[config.mk]
export PLATFORM = sky130hd
export DESIGN_NAME = din_debounce
export DESIGN_NICKNAME = d
export VERILOG_FILES = /design/src/rtl/debounce_pkg.sv /design/src/rtl/sync_ff.sv /design/src/rtl/din_debounce.sv
export SDC_FILE = /design/constraint.sdc
export NUM_CORES = 1
export LEC_CHECK = 0
export ABC_AREA = 1
export ABC_CLOCK_PERIOD_IN_PS = 2100
export BUFFER_PORTS_ARGS = -buffer_cell sky130_fd_sc_hd__buf_2
export CORE_MARGIN = 2
export CORE_UTILIZATION = 50
export DETAILED_ROUTE_END_ITERATION = 16
export PLACE_DENSITY_LB_ADDON = 0.15
export REMOVE_ABC_BUFFERS = 1
export SYNTH_ARGS = -nofsm -noshare
export SYNTH_HDL_FRONTEND = slang
export SYNTH_SLANG_ARGS = --single-unit
[constraint.sdc]
create_clock -name clk -period 2.1 [get_ports clk]
set_clock_uncertainty 0.2 [all_clocks]
set_input_delay 0.315 -clock clk [delete_from_list [all_inputs] [get_ports clk]]
set_output_delay 0.315 -clock clk [all_outputs]
set_load 0.1 [all_outputs]
[src/rtl/debounce_pkg.sv]
// debounce_pkg: shared FSM encoding for the input debouncer; bit 1 is dout, bit 0 is settling.
package debounce_pkg;
    typedef enum logic [1:0] {
        ST_STABLE_LO = 2'b00,
        ST_WAIT_HI   = 2'b01,
        ST_STABLE_HI = 2'b10,
        ST_WAIT_LO   = 2'b11
    } state_t;
    function automatic state_t reset_state(input logic v);
        return v ? ST_STABLE_HI : ST_STABLE_LO;
    endfunction
endpackage

[src/rtl/sync_ff.sv]
// sync_ff: N-stage flop synchronizer for bringing an asynchronous bit into the clk domain.
module sync_ff #(
    parameter int   N         = 2,
    parameter logic RESET_VAL = 1'b0
) (
    input  logic clk,
    input  logic rst,
    input  logic d,
    output logic q
);
    logic [N-1:0] s;
    always_ff @(posedge clk) begin
        if (rst) s <= {N{RESET_VAL}};
        else     s <= {s[N-2:0], d};
    end
    assign q = s[N-1];
endmodule

[src/rtl/din_debounce.sv]
// din_debounce: synchronizes a raw bouncing input and accepts a new level only after it holds
// for DEBOUNCE_CYCLES+1 consecutive samples; reports settling and rejected transitions.
module din_debounce
    import debounce_pkg::*;
#(
    parameter int   SYNC_STAGES     = 2,
    parameter int   DEBOUNCE_CYCLES = 1000,
    parameter int   CNT_WIDTH       = 16,
    parameter logic RESET_VAL       = 1'b0
) (
    input  logic clk,
    input  logic rst,
    input  logic din,
    output logic dout,
    output logic settling,
    output logic glitch
);
    localparam logic [CNT_WIDTH-1:0] TERM = CNT_WIDTH'(DEBOUNCE_CYCLES - 1);
    logic din_sync;
    state_t state, state_n;
    logic [CNT_WIDTH-1:0] cnt, cnt_n;
    logic glitch_n;
    sync_ff #(.N(SYNC_STAGES), .RESET_VAL(RESET_VAL)) u_sync (
        .clk(clk),
        .rst(rst),
        .d  (din),
        .q  (din_sync)
    );
    always_ff @(posedge clk) begin
        if (rst) begin
            state  <= reset_state(RESET_VAL);
            cnt    <= '0;
            glitch <= 1'b0;
        end else begin
            state  <= state_n;
            cnt    <= cnt_n;
            glitch <= glitch_n;
        end
    end
    // Abort is tested before terminal count so a revert on the last sample still rejects.
    always_comb begin
        state_n  = state;
        cnt_n    = cnt;
        glitch_n = 1'b0;
        case (state)
            ST_STABLE_LO: if (din_sync) begin
                state_n = ST_WAIT_HI;
                cnt_n   = '0;
            end
            ST_WAIT_HI: if (!din_sync) begin
                state_n  = ST_STABLE_LO;
                cnt_n    = '0;
                glitch_n = 1'b1;
            end else if (cnt == TERM) begin
                state_n = ST_STABLE_HI;
                cnt_n   = '0;
            end else cnt_n = cnt + 1'b1;
            ST_STABLE_HI: if (!din_sync) begin
                state_n = ST_WAIT_LO;
                cnt_n   = '0;
            end
            ST_WAIT_LO: if (din_sync) begin
                state_n  = ST_STABLE_HI;
                cnt_n    = '0;
                glitch_n = 1'b1;
            end else if (cnt == TERM) begin
                state_n = ST_STABLE_LO;
                cnt_n   = '0;
            end else cnt_n = cnt + 1'b1;
            default: state_n = reset_state(RESET_VAL);
        endcase
    end
    assign dout     = state[1];
    assign settling = state[0];
endmodule

=== Yosys cells after proc, flatten, opt, wreduce, memory -nomap -nowiden ===
Index checks and enable logic that the tools add are counted.

* Muxes and demuxes: 16
* Add/sub/neg operators: 1
* Reductions and logical operators: 3
* Eq/ne operators: 8

{| class="wikitable"
|+ Operators by type and width
! operator !! number
|-
| 16-bit 2-to-1 mux || 5
|-
| 16-bit one-hot mux with 4 select lines || 1
|-
| 16-bit by 1-bit adder with 16-bit output (second input constant) || 1
|-
| 16-bit by 10-bit equality test with 1-bit output (second input constant) || 1
|-
| 2-bit 2-to-1 mux || 6
|-
| 2-bit one-hot mux with 4 select lines || 1
|-
| 2-bit equality test (second input constant) || 2
|-
| 4-bit AND reduction || 1
|-
| 3-bit by 2-bit inequality test with 1-bit output (second input constant) || 1
|-
| 3-bit inequality test (second input constant) || 1
|-
| 2-bit by 1-bit equality test with 1-bit output (second input constant) || 1
|-
| 2-bit zero test || 1
|-
| 1-bit 2-to-1 mux || 2
|-
| 2-bit by 1-bit inequality test with 1-bit output (second input constant) || 1
|-
| 2-bit inequality test (second input constant) || 1
|-
| 1-bit one-hot mux with 2 select lines || 1
|-
| 2-bit AND reduction || 1
|}

* Input port bits: 3
* Register bits: 21
* Output and inout port bits: 3

=== Longest topological paths before layout ===
* Depth after elaboration: 4
* Gate-level depth with buffers: 10

=== Hierarchy ===
From an unflattened synthesis, not the netlist that was laid out.

* Cell total of the unflattened synthesis: 197
* Area, all modules: 1288.7 um^2

{| class="wikitable"
|+ Modules (own cells, without submodules)
! module !! seq. area each (um^2) !! cells an instance !! area an instance (um^2) !! times used
|-
| din_debounce || 380.4 || 191 || 1233.7 || 1
|-
| sync_ff || 40.0 || 6 || 55.1 || 1
|}

=== Least setup slack after synthesis ===
Ideal clock, no wire load.

* Path type: register to register
* Start: register with a tool-made name
* End: register cnt[12]
* Period minus slack after synthesis: 2054 ps
* Data arrival time: 1738 ps
* Stages on the path, launching flop included: 9
* Setup time: 116 ps
* Setup slack: 46 ps
* Cells stage by stage: dfxtp_1 > xnor2_1 > nand2_2 > buf_6 > nand3_2 > nor2_1 > nand2_1 > nand2_1 > nor2_1

{| class="wikitable"
|+ RTL lines
! item !! RTL line !! text
|-
| end signal: assignment || din_debounce.sv:36 || <nowiki>cnt <= cnt_n;</nowiki>
|-
| end: declaration || din_debounce.sv:21 || <nowiki>logic [CNT_WIDTH-1:0] cnt, cnt_n;</nowiki>
|}

=== Worst setup path after layout ===
* Start: register cnt[0]
* End: register cnt[10]

* Longest elaborated chain between the ends: 4
* Elaborated cells on any way between the ends: 6
* Classes of those cells: add/sub (1); eq/ne (1); mux (4)

{| class="wikitable"
|+ RTL lines
! item !! RTL line !! text
|-
| 16-bit by 1-bit adder with 16-bit output or 16-bit by 10-bit equality test with 1-bit output (tied branches) || -- ||
|-
| 16-bit 2-to-1 mux * || din_debounce.sv:54, din_debounce.sv:66 ||
|-
| 16-bit 2-to-1 mux, on equally long branches || din_debounce.sv:62, din_debounce.sv:50 ||
|-
| 16-bit one-hot mux with 4 select lines * || din_debounce.sv:45 || <nowiki>case (state)</nowiki>
|}

Every way passes the cells marked *; elsewhere a longest branch is shown, timed or not.
A chain may end at the register's enable or synchronous reset.

==> impl_metrics.ini <==
[final_layout]
fin_cells = 195
diodes = 0
utilization_pct = 54.8
syn_to_final_growth_pct = 6.38
nNetsFinal = 172
drive_gt1_share_pct = 16.8
fin_area_um2 = 1190

[clock_tree]
cts-root-buf = clkbuf_4
postCtsSetupBuffers = 0
cts_buffer_depth = 2
cts_hold_buf = 0
clk_pin_slew_ns = 0.12
clock_sinks = 21
cts_max_level = 1
cts_buffers = 3
cts_tree = done
cts-resized-gates = 0
clock_latency_ns = 0.31

[setup_path]
cp_max_fo = 7
worst_setup_path_start_kind = register
end_kind = register
cp_slowest_stage_delay_ns = 0.40
r2r-start = cnt[0]$_SDFFE_PP0P_
crit_slowest_cell = dfxtp_1
r2r_end = cnt[10]$_SDFFE_PP0P_
worstSetupPathType = register to register
r2r_cells = 10
crit_top_cell = nand2_1
endpoint = cnt[10]$_SDFFE_PP0P_
path_cells = ha_1, nand2_1, inv_1, nand2_1, nor2_1, nand2_1, nand2_2, nand2_1, nand2_2, nor2_1
worstPathRequired_ns = 2.11
arrival_ns = 1.71
regToRegSetupSlack_ns = 0.39
critPathLaunch = cnt[0]$_SDFFE_PP0P_

[synthesis]
seq_area_frac_synth_pct = 37.6
ys_seq_elements = 21
synthesis.instances = 160
syn_avg_cell_area_um2 = 6.99
yosysUniqueCellTypes = 24
syn_area_um2 = 1120
ys_warn_count = 0

[floorplan]
core_um2 = 2170
rows = 17
die_w_um = 51.3
die_area_um2 = 2630
start_util_pct = 51.6
ios = 6
die_h_um = 51.3

[timing]
hold_violations = 0
min_period_over_period_pct = 81.4
tightestPinTransition_ns = 0.486
slew_headroom_pct = 67.8
setup_viol = 0
fin_crit_ns = 1.71
rsz0062_at_grt = no
slew_viol_final = 0
fmax_ghz = 0.585
hold_slack_ns = 0.00274

[grt]
grt_pass1_wl_um = 3810
antenna_found_initial = 0
grt_pass1_vias = 923
grt_use_total_pct = 19.2
grt_max_degree = 12
overflow = 0

[placed_design]
dp_cells = 191
portBuffers = 5
gp_congestion = 0.826
dp_hpwl_um = 1640
dpl-instance-area_um2 = 1160

[run_status]
run_status = completed

[power]
ir_worst_vdd_uv = 703
power.density_nw_per_um2 = 657
leakagePower_uw = 0.000449

[hold_path]
hold_path_class = primary input to register

[routing]
dr.pass1.iters = 4
drc = 0
post_drt_wl_per_cell_um = 11.0
vias = 1000
wl_um = 2150
viasPerCell = 5.13
dr.first_iter.drc_count = 12
drtAntennaViolNets = 0

[run]
cap_violations = 0
==> final cells by class <==
type                    instances  area, um^2
clock buffers                   4        26.3
repair buffers                  5        25.0
fillers                       230         980
inverters                      21        78.8
multi-input cells             116         604
flip-flops and latches         21         420
well taps                      28        35.0
==> critical path: cells and delay by family (launching register included) <==
family,cells,cell delay [ns]
fa+ha+maj,1,0.19
buf+inv,1,0.09
flops,1,0.40
simple gates,8,0.72
==> through the flow <==
stage          worst slack (ns)  power, uW  TNS [ns]
4_1_cts                   0.390        781         0
2_1_floorplan           -0.0541        556   -0.0541
5_1_grt                   0.252        815         0
3_3_place_gp              0.476        589         0
3_5_place_dp              0.415        590         0
6_report                  0.390        782         0
==> cell usage in the layout (no fill, tap or decap), types with 2 or more instances in the layout <==
cell      instances
nor2_1           27
nand2_2           5
xor2_1            5
xnor2_1           2
nand2_1          36
a21oi_2           2
o21bai_1          2
nand4_1           2
nor2_2            2
o21ai_0           6
clkbuf_4          3
a21oi_1           7
inv_2             4
nand3_2           4
buf_2             5
inv_1            17
nand3_1           7
nor3_1            4
dfxtp_1          21
==> worst min-delay path by stage <==
stage                            from                      to  cells past startpoint
2_1_floorplan                     rst     cnt[1]$_SDFFE_PP0P_                      1
3_3_place_gp   u_sync.s[0]$_SDFF_PP0_  u_sync.s[1]$_SDFF_PP0_                      2
3_5_place_dp   u_sync.s[0]$_SDFF_PP0_  u_sync.s[1]$_SDFF_PP0_                      2
4_1_cts                           din  u_sync.s[0]$_SDFF_PP0_                      3
5_1_grt                           din  u_sync.s[0]$_SDFF_PP0_                      3
6_report                          din  u_sync.s[0]$_SDFF_PP0_                      3
==> synth_stat cells <==
cell | count | area [um^2]
a21oi_1 | 7 | 35.0
a21oi_2 | 2 | 17.5
buf_6 | 1 | 11.3
clkbuf_1 | 1 | 3.75
dfxtp_1 | 21 | 420
ha_1 | 1 | 12.5
inv_1 | 17 | 63.8
inv_2 | 4 | 15.0
nand2_1 | 36 | 135
nand2_2 | 5 | 31.3
nand3_1 | 7 | 35.0
nand3_2 | 4 | 40.0
nand4_1 | 2 | 12.5
nor2_1 | 27 | 101
nor2_2 | 2 | 12.5
nor2_4 | 1 | 11.3
nor3_1 | 4 | 20.0
nor3_2 | 1 | 10.0
nor3_4 | 1 | 16.3
o21a_1 | 1 | 7.51
o21ai_0 | 6 | 30.0
o21bai_1 | 2 | 15.0
xnor2_1 | 2 | 17.5
xor2_1 | 5 | 43.8
==> sequential cells by signal, summed over array words and instances (netlist names), named ones only <==
name and count:
cnt 16, u_sync.s 2, glitch 1, state 1
==> per-layer routing <==
layer / vias to the layer above / global-route usage [%] / part of all wire [%]
met3: 4 / 3.51 / 3.7
li1: 516 / - / -
met2: 25 / 32.7 / 50
met5: - / 0 / 0
met1: 455 / 23.9 / 45
met4: 0 / 7.46 / 1.1
==> power breakdown <==
part | switching (uW) | internal [uW] | total, uW
clock | 125 | 74.1 | 199
sequential | 7.46 | 409 | 417
combinational | 138 | 28.5 | 166
==> logic make-up (layout without fill, tap and decap cells) <==
group                    after synthesis  in the layout  share of synthesized area [%]
flip-flops                            21             21                           37.6
XOR/XNOR                               7              7                           5.48
AO/OA/AOI/OAI                         18             18                           9.40
adder cells (fa/ha/maj)                1              1                           1.12
AND/OR/NAND/NOR                       90             90                           38.0
buffers and inverters                 23             30                           8.39
Note: power is estimated with default switching activity, not from simulation.
